$ cat src/rtl/alu_issue_ctrl.sv
// Issue/writeback controller around a combinational ALU with a 2**AW x WIDTH register file.
// Optional feature macro: ALU_STICKY_OVF_EN (sticky overflow flag with clear).
module alu_issue_ctrl #(
    parameter int WIDTH = 32,
    parameter int AW    = 3
) (
    input  logic             clk,
    input  logic             rst,
    input  logic             instr_valid,
    output logic             instr_ready,
    input  logic [2:0]       instr_op,
    input  logic [AW-1:0]    instr_rd,
    input  logic [AW-1:0]    instr_rs1,
    input  logic [AW-1:0]    instr_rs2,
    output logic [WIDTH-1:0] alu_a,
    output logic [WIDTH-1:0] alu_b,
    output logic [2:0]       alu_op,
    input  logic [WIDTH-1:0] alu_r,
    input  logic             alu_ovf,
    input  logic             alu_zero,
    input  logic             alu_carry,
    input  logic             ext_we,
    input  logic [AW-1:0]    ext_waddr,
    input  logic [WIDTH-1:0] ext_wdata,
    input  logic [AW-1:0]    dbg_raddr,
    output logic [WIDTH-1:0] dbg_rdata,
    output logic             done,
    output logic [2:0]       flags,
    output logic             sticky_ovf,
    input  logic             clr_sticky
);

    localparam int NREG = 2 ** AW;

    typedef enum logic [1:0] {
        IDLE = 2'd0,
        EXEC = 2'd1,
        WB   = 2'd2
    } state_t;

    state_t state_reg, state_next;

    logic [WIDTH-1:0] rf_q [NREG];
    logic [WIDTH-1:0] alu_a_reg, alu_b_reg, result_reg;
    logic [2:0]       alu_op_reg, cap_flags_reg, flags_reg;
    logic [AW-1:0]    rd_reg;
    logic             accept;
    logic             wb_we;

    always_ff @(posedge clk or posedge rst) begin
        if (rst) begin
            state_reg <= IDLE;
        end else begin
            state_reg <= state_next;
        end
    end

    always_comb begin
        state_next  = state_reg;
        accept      = 1'b0;
        wb_we       = 1'b0;
        instr_ready = 1'b0;
        done        = 1'b0;
        unique case (state_reg)
            IDLE: begin
                instr_ready = 1'b1;
                if (instr_valid) begin
                    accept     = 1'b1;
                    state_next = EXEC;
                end
            end
            EXEC: state_next = WB;
            WB: begin
                done       = 1'b1;
                wb_we      = (rd_reg != '0);
                state_next = IDLE;
            end
            default: state_next = IDLE;
        endcase
    end

    // Register file: r0 is hardwired to zero; writeback beats an external write to the same entry.
    for (genvar gi = 0; gi < NREG; gi++) begin : g_rf
        if (gi == 0) begin : g_zero
            assign rf_q[gi] = '0;
        end else begin : g_reg
            localparam logic [AW-1:0] IDX = AW'(gi);
            logic [WIDTH-1:0] q_reg;
            always_ff @(posedge clk or posedge rst) begin
                if (rst) begin
                    q_reg <= '0;
                end else if (wb_we && rd_reg == IDX) begin
                    q_reg <= result_reg;
                end else if (ext_we && ext_waddr == IDX) begin
                    q_reg <= ext_wdata;
                end
            end
            assign rf_q[gi] = q_reg;
        end
    end

    assign dbg_rdata = rf_q[dbg_raddr];

    // Operands sample the pre-edge register contents, so a same-edge ext write is not bypassed.
    always_ff @(posedge clk or posedge rst) begin
        if (rst) begin
            alu_a_reg     <= '0;
            alu_b_reg     <= '0;
            alu_op_reg    <= '0;
            rd_reg        <= '0;
            result_reg    <= '0;
            cap_flags_reg <= '0;
            flags_reg     <= '0;
        end else begin
            if (accept) begin
                alu_a_reg  <= rf_q[instr_rs1];
                alu_b_reg  <= rf_q[instr_rs2];
                alu_op_reg <= instr_op;
                rd_reg     <= instr_rd;
            end
            if (state_reg == EXEC) begin
                result_reg    <= alu_r;
                cap_flags_reg <= {alu_ovf, alu_zero, alu_carry};
            end
            if (state_reg == WB) begin
                flags_reg <= cap_flags_reg;
            end
        end
    end

    assign alu_a  = alu_a_reg;
    assign alu_b  = alu_b_reg;
    assign alu_op = alu_op_reg;
    assign flags  = flags_reg;

`ifdef ALU_STICKY_OVF_EN
    logic sticky_ovf_reg;

    // Set has priority over clear when both land on the same edge.
    always_ff @(posedge clk or posedge rst) begin
        if (rst) begin
            sticky_ovf_reg <= 1'b0;
        end else if (state_reg == WB && cap_flags_reg[2]) begin
            sticky_ovf_reg <= 1'b1;
        end else if (clr_sticky) begin
            sticky_ovf_reg <= 1'b0;
        end
    end

    assign sticky_ovf = sticky_ovf_reg;
`else
    logic clr_sticky_unused;

    assign clr_sticky_unused = clr_sticky;
    assign sticky_ovf        = 1'b0;
`endif

endmodule
$ cat config.mk
export PLATFORM = sky130hd
export DESIGN_NAME = alu_issue_ctrl
export DESIGN_NICKNAME = d
export VERILOG_FILES = /design/src/rtl/alu_issue_ctrl.sv
export SDC_FILE = /design/constraint.sdc
export NUM_CORES = 1
export LEC_CHECK = 0
export CAP_MARGIN = 20
export CORE_MARGIN = 5
export CORE_UTILIZATION = 50
export CTS_BUF_LIST = sky130_fd_sc_hd__clkbuf_4
export CTS_CLUSTER_DIAMETER = 30
export DETAILED_ROUTE_END_ITERATION = 8
export GPL_TIMING_DRIVEN = 0
export PLACE_DENSITY_LB_ADDON = 0.3
export SLEW_MARGIN = 10
export SYNTH_ARGS = -nofsm -noshare
export SYNTH_HDL_FRONTEND = slang
export SYNTH_SLANG_ARGS = --single-unit
$ cat constraint.sdc
create_clock -name clk -period 24.8 [get_ports clk]
set_input_delay 7.44 -clock clk [delete_from_list [all_inputs] [get_ports clk]]
set_output_delay 7.44 -clock clk [all_outputs]
set_load 0.005 [all_outputs]
==> flow_summary.json <==
{
  "outcome": "completed",
  "cts_tree": "built",
  "drive_above_1_share": 0.1909,
  "start_kind": "primary input",
  "hold_buffers": 0,
  "slew_headroom": 0.3138,
  "nets": 2263,
  "crit_path_end_kind": "output pin",
  "overflow": 0,
  "synthesis.area_sq_mm": 0.01963,
  "start_util": 0.5068,
  "grt_pass1_wl_microns": 110600,
  "wl_met1_microns": 28660,
  "whs_ps": 503.3,
  "grt_pass1_vias": 17961,
  "area_growth_pct": 18.67,
  "rows": 72,
  "synthArstFlopShare": 1.000,
  "drv_slew": 0,
  "numCtsBuffers": 94,
  "boundaryPins": 195,
  "post-cts-setup-buffers": 0,
  "irDropWorstVdd_v": 0.00005714,
  "drt_iter0_markers": 2757,
  "fp.dieH_microns": 208.2,
  "path_class": "primary input to output pin",
  "power.leakage_nw": 10.22,
  "worst_pin_slew_ps": 1029,
  "synth.distinct_cells": 38,
  "yosys_warnings": 0,
  "wl_per_cell_microns": 27.10,
  "synth-seq-cells": 334,
  "clock_latency_ps": 820,
  "hold_class": "flop to flop",
  "worst-path-max-fanout": 10,
  "chipWidth_microns": 208.2,
  "crit_required_ps": 17360,
  "max_freq_mhz": 56.58,
  "maxCapViolCount": 0,
  "dr.pass1.iters": 7,
  "seq_area_frac_synth": 0.4257,
  "fin_skew_ps": 62.90,
  "gp_congestion": 0.9292,
  "cp.arrival_ps": 10230,
  "antenna_found_initial": 9,
  "top_layer_used": "met5",
  "fp.dieArea_sq_mm": 0.04333,
  "track_usage": 0.3314,
  "mostFrequentLayoutCells": "mux2i_1, dfrtp_1, clkdlybuf4s50_1, a21oi_1, nor2_1",
  "clk_pin_slew_ps": 60,
  "finalSetupViolCount": 0,
  "synthFlopType": "dfrtp_1",
  "final_common_cell": "mux2i_1",
  "p_per_area_mw_per_mm2": 105.9,
  "io_buffers": 181,
  "drt-vias-per-instance": 6.558,
  "post_cts_resized": 0,
  "wl_met3_microns": 9735,
  "vias": 18060,
  "finalCritPeriodShare": 0.7127,
  "wl_met2_microns": 31960,
  "syn_inst": 1893,
  "min_period_ps": 17670,
  "largest_reg_flops": 224,
  "final_area_sq_mm": 0.02330,
  "core_sq_mm": 0.03874,
  "fillerInstances": 3350,
  "root_buffer": "clkbuf_4",
  "postRouteAntennaNets": 0,
  "setup-tns-final_ps": 0,
  "rsz0062_at_grt": "false",
  "hpwl_microns": 48940,
  "syn_area_per_cell_sq_um": 10.37,
  "cts_sinks": 334,
  "cts_buffer_depth": 3,
  "place_area_sq_mm": 0.02218,
  "cts_max_level": 3,
  "drc_errors": 0,
  "postRouteWirelength_microns": 74630,
  "grt_max_degree": 115,
  "hold_viol": 0,
  "syn_nets": 1983,
  "synth_edf_count": 0
}
## final cells by class
cell class | instances | area [sq um] | area share
Antenna cell | 4 | 10.01 | 0.0004296
Buffer | 200 | 960.9 | 0.04124
Clock buffer | 131 | 983.4 | 0.04221
Clock inverter | 24 | 121.4 | 0.005209
Inverter | 33 | 131.4 | 0.005639
Multi-Input combinational cell | 1326 | 10190 | 0.4374
Sequential cell | 334 | 8358 | 0.3587
Tap cell | 518 | 648.1 | 0.02782
Timing Repair Buffer | 184 | 1894 | 0.08131
## Yosys cell counts, types with 2 or more instances
library cell	n	area share
nand3b_1	2	0.00076
and4bb_2	2	0.0013
o22ai_1	31	0.0099
nand2b_1	4	0.0013
o22a_1	31	0.014
a211oi_1	2	0.00076
buf_2	81	0.021
nor2b_1	3	0.00096
clkbuf_1	91	0.017
buf_6	6	0.0034
nand2_1	133	0.025
o21ai_0	121	0.031
mux2i_1	355	0.18
nor3b_4	2	0.0019
mux4_2	33	0.038
dfrtp_1	334	0.43
mux2_2	137	0.079
a221oi_1	62	0.028
nor2_1	160	0.031
a21oi_1	163	0.042
buf_4	17	0.0065
nand4b_1	3	0.0013
and2_1	2	0.00064
nor3_4	2	0.0017
o221ai_1	31	0.014
o21ai_1	8	0.0020
a22oi_1	30	0.011
buf_1	5	0.00096
inv_1	33	0.0063
## cell families after synthesis
family	synth area share
other	0.0001910
muxes	0.2974
and+or+nand+nor	0.06883
DFF	0.4257
buffers and inverters	0.05525
AOI/OAI and AO/OA	0.1526
## report_power, final
group / internal, mW / leakage (nW) / switching [mW] / total [mW]
registers: 0.799 / 3.84 / 0.253 / 1.05
logic: 0.494 / 5.71 / 0.424 / 0.917
clock network: 0.251 / 0.670 / 0.246 / 0.497
total: 1.54 / 10.2 / 0.923 / 2.47
## metrics by stage
step | setup slack, ps | total power [mW] | std cells | util
3_3_place_gp | 3798 | 1.899 | 2592 | 0.5703
5_1_grt | 7235 | 2.605 | 2754 | 0.6015
6_report | 7125 | 2.467 | 2754 | 0.6015
3_5_place_dp | 7256 | 1.945 | 2595 | 0.5727
4_1_cts | 7289 | 2.440 | 2750 | 0.6012
2_1_floorplan | 8107 | 1.562 | 1893 | -
## worst max-delay path: stages
cell             delay, ps
buf_2                  260
nor2b_1                600
clkbuf_1               670
a22oi_1                190
o21ai_0                470
clkdlybuf4s50_1        600
## layer usage
metal | vias up | track usage
met3 | 322 | 0.1119
met2 | 1470 | 0.4855
met1 | 8711 | 0.4357
li1 | 7547 | -
met5 | - | 0
met4 | 10 | 0.1783
## path summary, 6_finish.rpt
check                                      start                       to  slack (ps)  cells past startpoint
worst max register to register         rd_reg[0]  g_rf[7].g_reg.q_reg[19]       22510                      5
worst min register to register  cap_flags_reg[1]         cap_flags_reg[1]         500                      1
worst min-delay path            cap_flags_reg[1]         cap_flags_reg[1]         500                      1
worst max-delay path                dbg_raddr[1]            dbg_rdata[31]        7130                      6
max in group asynchronous                    rst  g_rf[4].g_reg.q_reg[16]       16500                      4
min in group asynchronous                    rst           result_reg[27]        7030                      2
(Power assumes the default switching activity.)
